$ cat config.mk
export PLATFORM = sky130hd
export DESIGN_NAME = serial_rx_fifo
export DESIGN_NICKNAME = d
export VERILOG_FILES = /design/src/rtl/serial_pkg.sv /design/src/rtl/sync_fifo.sv /design/src/rtl/serial_rx_fifo.sv
export SDC_FILE = /design/constraint.sdc
export NUM_CORES = 1
export LEC_CHECK = 0
export CORE_UTILIZATION = 54
export CTS_CLUSTER_DIAMETER = 100
export CTS_CLUSTER_SIZE = 8
export DETAILED_ROUTE_END_ITERATION = 10
export HOLD_SLACK_MARGIN = 0.02
export PLACE_DENSITY = 0.86
export RECOVER_POWER = 100
export SLEW_MARGIN = 20
export SYNTH_ARGS = -nofsm -noshare
export SYNTH_HDL_FRONTEND = slang
export SYNTH_SLANG_ARGS = --single-unit
$ cat constraint.sdc
create_clock -name clk -period 3.05 [get_ports clk]
set_input_delay 0.61 -clock clk [delete_from_list [all_inputs] [get_ports clk]]
set_output_delay 0.61 -clock clk [all_outputs]
set_load 0.02 [all_outputs]
$ cat src/rtl/serial_pkg.sv
// Shared definitions for the serial receive/transmit buffer stages.
package serial_pkg;

   localparam int unsigned SER_DATA_W = 8;

   typedef enum logic {
      CAP_IDLE = 1'b0,
      CAP_ACK  = 1'b1
   } cap_state_e;

   // Ceiling log2, used to derive pointer widths from entry counts.
   function automatic int unsigned clog2(input int unsigned value);
      int unsigned res = 0;
      for (int unsigned i = 0; i < 32; i++) begin
         if ((64'd1 << i) < 64'(value)) res = i + 1;
      end
      return res;
   endfunction

endpackage

$ cat src/rtl/sync_fifo.sv
// Synchronous first-word-fall-through FIFO with registered count and flags.
module sync_fifo
   import serial_pkg::*;
#(
   parameter int unsigned WIDTH      = SER_DATA_W,
   parameter int unsigned DEPTH      = 16,
   parameter int unsigned ADDR_WIDTH = clog2(DEPTH)
) (
   input  logic                  clk,
   input  logic                  rst_n,
   input  logic                  wr_en,
   input  logic                  rd_en,
   input  logic [WIDTH-1:0]      din,
   output logic [WIDTH-1:0]      dout,
   output logic                  empty,
   output logic                  full,
   output logic [ADDR_WIDTH:0]   count
);

   localparam int unsigned CNT_W = ADDR_WIDTH + 1;

   logic [WIDTH-1:0]      mem_q [DEPTH];
   logic [ADDR_WIDTH-1:0] wr_ptr_q, wr_ptr_d;
   logic [ADDR_WIDTH-1:0] rd_ptr_q, rd_ptr_d;
   logic [CNT_W-1:0]      count_q, count_d;
   logic                  empty_q, full_q;
   logic                  do_rd_c, do_wr_c;

   // A pop frees the slot a same-cycle push needs when full.
   always_comb begin
      do_rd_c  = rd_en && !empty_q;
      do_wr_c  = wr_en && (!full_q || do_rd_c);
      wr_ptr_d = wr_ptr_q;
      rd_ptr_d = rd_ptr_q;
      count_d  = count_q;
      if (do_wr_c) wr_ptr_d = wr_ptr_q + ADDR_WIDTH'(1);
      if (do_rd_c) rd_ptr_d = rd_ptr_q + ADDR_WIDTH'(1);
      case ({do_wr_c, do_rd_c})
         2'b10:   count_d = count_q + CNT_W'(1);
         2'b01:   count_d = count_q - CNT_W'(1);
         default: count_d = count_q;
      endcase
   end

   always_ff @(posedge clk or negedge rst_n) begin
      if (!rst_n) begin
         wr_ptr_q <= '0;
         rd_ptr_q <= '0;
         count_q  <= '0;
         empty_q  <= 1'b1;
         full_q   <= 1'b0;
      end else begin
         wr_ptr_q <= wr_ptr_d;
         rd_ptr_q <= rd_ptr_d;
         count_q  <= count_d;
         empty_q  <= (count_d == CNT_W'(0));
         full_q   <= (count_d == CNT_W'(DEPTH));
      end
   end

   // Storage needs no reset; the output is masked while empty.
   always_ff @(posedge clk) begin
      if (do_wr_c) mem_q[wr_ptr_q] <= din;
   end

   assign dout  = empty_q ? '0 : mem_q[rd_ptr_q];
   assign empty = empty_q;
   assign full  = full_q;
   assign count = count_q;

endmodule

$ cat src/rtl/serial_rx_fifo.sv
// UART receive buffer: one capture per ready assertion into a FWFT FIFO,
// with a sticky overflow flag for bytes dropped while full.
module serial_rx_fifo
   import serial_pkg::*;
#(
   parameter int unsigned DEPTH      = 16,
   parameter int unsigned ADDR_WIDTH = clog2(DEPTH)
) (
   input  logic                  clk,
   input  logic                  rst,
   input  logic [SER_DATA_W-1:0] ser_dat,
   input  logic                  ser_ready,
   output logic                  ser_ready_rst,
   input  logic                  rd_en,
   output logic [SER_DATA_W-1:0] rd_data,
   output logic                  empty,
   output logic                  full,
   output logic [ADDR_WIDTH:0]   count,
   output logic                  overflow,
   input  logic                  ovf_clr
);

   cap_state_e state_q, state_d;
   logic       ser_ready_rst_q, ser_ready_rst_d;
   logic       overflow_q, overflow_d;
   logic       capture_c, drop_c;

   always_ff @(posedge clk or negedge rst) begin
      if (!rst) begin
         state_q         <= CAP_IDLE;
         ser_ready_rst_q <= 1'b0;
         overflow_q      <= 1'b0;
      end else begin
         state_q         <= state_d;
         ser_ready_rst_q <= ser_ready_rst_d;
         overflow_q      <= overflow_d;
      end
   end

   // Hold ACK until the core drops ready so a lingering flag is not recaptured.
   always_comb begin
      state_d    = state_q;
      capture_c  = 1'b0;
      drop_c     = 1'b0;
      overflow_d = overflow_q;
      case (state_q)
         CAP_IDLE: begin
            if (ser_ready) begin
               capture_c = 1'b1;
               state_d   = CAP_ACK;
            end
         end
         CAP_ACK: begin
            if (!ser_ready) state_d = CAP_IDLE;
         end
         default: state_d = CAP_IDLE;
      endcase
      ser_ready_rst_d = (state_d == CAP_ACK);
      drop_c          = capture_c && full && !rd_en;
      if (drop_c)       overflow_d = 1'b1;
      else if (ovf_clr) overflow_d = 1'b0;
   end

   sync_fifo #(
      .WIDTH      (SER_DATA_W),
      .DEPTH      (DEPTH),
      .ADDR_WIDTH (ADDR_WIDTH)
   ) u_fifo (
      .clk   (clk),
      .rst_n (rst),
      .wr_en (capture_c),
      .rd_en (rd_en),
      .din   (ser_dat),
      .dout  (rd_data),
      .empty (empty),
      .full  (full),
      .count (count)
   );

   assign ser_ready_rst = ser_ready_rst_q;
   assign overflow      = overflow_q;

endmodule
==> metrics <==
pin count of the biggest net entering global routing 35; Max VDD drop about 0.40 mV; vias per inst 6.10; # DRC 0; hold buffers post-CTS 0; DR WL met2 6380 um; Fin. Hold Viols 0; top cell type's share of synthesized area 65.4%; first-pass GRT wire length 18900 um; initial antenna violation count 0; initial core utilization 56.4%; Final ANT Viol Nets 0; WL final 12400 um; initial DRC count 267; Setup-failing EPs final 8; yosys warns 0; Ports 30; CTS buffer count 17; root buffer cell clkbuf_8; RSZ-0062 raised after global routing true; fin crit share 104%; Clock Tree Buf Depth 2; Seq/Total Area, Yosys 72.7%; Yosys top cell by area edfxtp_1; maximum fanout along the worst path 5; ANT cells 0; worst hold path depth 1; CTS tree done; M1 WL 4920 um; data arrival time of the critical path approximately 2.6 ns; # clock sinks 145; max-slew violation count 0; CTS H-Tree Depth 4; die area between 10000 and 15000 um2; type of origin of the critical path flop; Top FF cell, synth edfxtp_1; Mapped Area 5870 um2; top-count cell post-synth edfxtp_1; post-synthesis cell type count 33; share of cells above drive strength 1 between 20% and 30%; global placement routability congestion 0.749; DR WL/cell about 24 um; Port Buf Inserts 29; Post-Place Cells 471; WL met3 777 um; DR pass1 iterations 5; minimum clock period 3.16 ns; PnR worst setup slack -0.111 ns; Fin Clk Skew roughly 0.009 ns; latest clock arrival within the worst-skew pair approximately 0.5 ns; R2R depth 9; number of flops mapped to enable cells by yosys approximately 130; outcome finished with violations; GRT Overall Usage 24.4%; P&R area growth vs syn 18.8%; failing checks setup timing; Overall Power 6730 uW; dpl hpwl 7390 um; Die Y 106 um; Vias 3087; #FFs+latches synth 145; WP data required 2.44 ns; core area 10400 um2; Pwr Density 964 nW/um2; number of global-route vias before repair between 3k and 4k; Commonest cells post-synth edfxtp_1, mux4_2, nor2_1; Slew headroom 45.8%; syn_area_per_cell around 20 um2; NumNets Final 379; die width 106 um; Max-Cap Viols 0; critical path endpoint category output pin; Synth Instances 293; Crit Path Category reg2out; Hold WS ~0.54 ns; Synth async-reset ratio between 10% and 20%; Hold Crit Class reg2reg; max frequency roughly 320 MHz; grt ovf 0; Layout Cells excl Fill 506; row cnt 37; syn_nets 315; static leakage 0.00233 uW; top cells by area, synth edfxtp_1, mux4_2, dfrtp_1; clock slew at reported path FFs 0.06 ns; Worst-Margin Slew a little over 0.8 ns; top layer in use met4
## what timing repair did
| action | in CTS | in global routing |
|---|---|---|
| resized for setup | 36 | 7 |
| gates cloned | 2 | 0 |
| setup endpoints to repair | 8 | 8 |
| setup buffers | 2 | 2 |
## critical path, cell delays in order (launching register included)
cell	delay [ns]
dfrtp_2	0.45
buf_6	0.14
buf_16	0.12
mux4_2	0.54
mux4_2	0.48
nor2b_1	0.15
buf_4	0.16
## per-stage QoR
stage               setup WS, ns  area, um2  TNS, ns  util [%]
floorplan                 0.0491       5880        0         -
global placement         -0.0629       6490   -0.105      62.3
detailed placement        -0.222       6490   -0.394      62.3
CTS                       -0.159       7080    -1.07      68.0
global route              -0.172       6980    -1.29      67.0
finish                    -0.111       6980   -0.735      67.0
## sequential cells by signal, indices dropped and copies added (netlist names)
register / count
u_fifo.full: 1
u_fifo.rd_ptr_q: 4
ser_ready_rst: 1
u_fifo.wr_ptr_q: 4
u_fifo.count: 5
u_fifo.empty: 1
u_fifo.mem_q: 128
overflow: 1
## cells by family after synthesis
logic type	after synthesis	synth area share, %
simple gates	55	4.86
xor+xnor	12	1.79
flops	145	72.7
compound gates	9	1.09
mux	43	15.9
fa+ha+maj	9	1.92
buf+inv	20	1.75
## power by group
part           internal (uW)  leakage [uW]  total (uW)  switching [uW]
sequential              2360       0.00136        2570             212
clock                   1090      0.000260        1910             815
combinational           1140      0.000712        2250            1110
total                   4590       0.00233        6730            2140
## layout make-up
class / instances / area [um2]
Multi-Input combinational cell: 128 / 1510
Sequential cell: 145 / 4270
Fill cell: 648 / 3440
Clock inverter: 14 / 131
Timing Repair Buffer: 60 / 463
Tap cell: 136 / 170
Inverter: 5 / 18.8
Clock buffer: 18 / 418
## metal layers
layer  vias up  track usage [%]
met5         -                0
met4         0             11.3
met3        19             5.03
met2       144             38.4
met1      1619             33.1
li1       1305                -
## worst paths after layout
kind	startpoint	to	slack (ns)
max in group asynchronous	rst	u_fifo.rd_ptr_q[0]$_DFFE_PN0P_	1.85
min	u_fifo.count[4]$_DFF_PN0_	u_fifo.count[4]$_DFF_PN0_	0.54
max	u_fifo.rd_ptr_q[0]$_DFFE_PN0P_	rd_data[4]	-0.11
max reg2reg	u_fifo.empty$_DFF_PN1_	u_fifo.full$_DFF_PN0_	0.25
min in group asynchronous	rst	u_fifo.wr_ptr_q[0]$_DFFE_PN0P_	0.64
min reg2reg	u_fifo.count[4]$_DFF_PN0_	u_fifo.count[4]$_DFF_PN0_	0.54
## layout by cell type, fill, tap and decap left out, types with 2 or more instances in the layout
cell type / instances
dfrtp_1: 15
inv_1: 5
nor2b_1: 10
xnor2_1: 9
nand4_1: 2
mux4_2: 40
nor2_1: 18
xor2_1: 3
buf_4: 8
buf_6: 4
edfxtp_1: 128
nand2b_1: 3
ha_1: 9
clkbuf_1: 21
buf_2: 5
dlygate4sd3_1: 19
clkdlybuf4s50_1: 2
nand2_1: 10
clkinvlp_4: 3
inv_6: 4
o21ai_0: 3
nand4b_1: 2
nor3_1: 4
clkbuf_16: 16
clkinv_4: 4
Power figures use the tool's default switching activity.
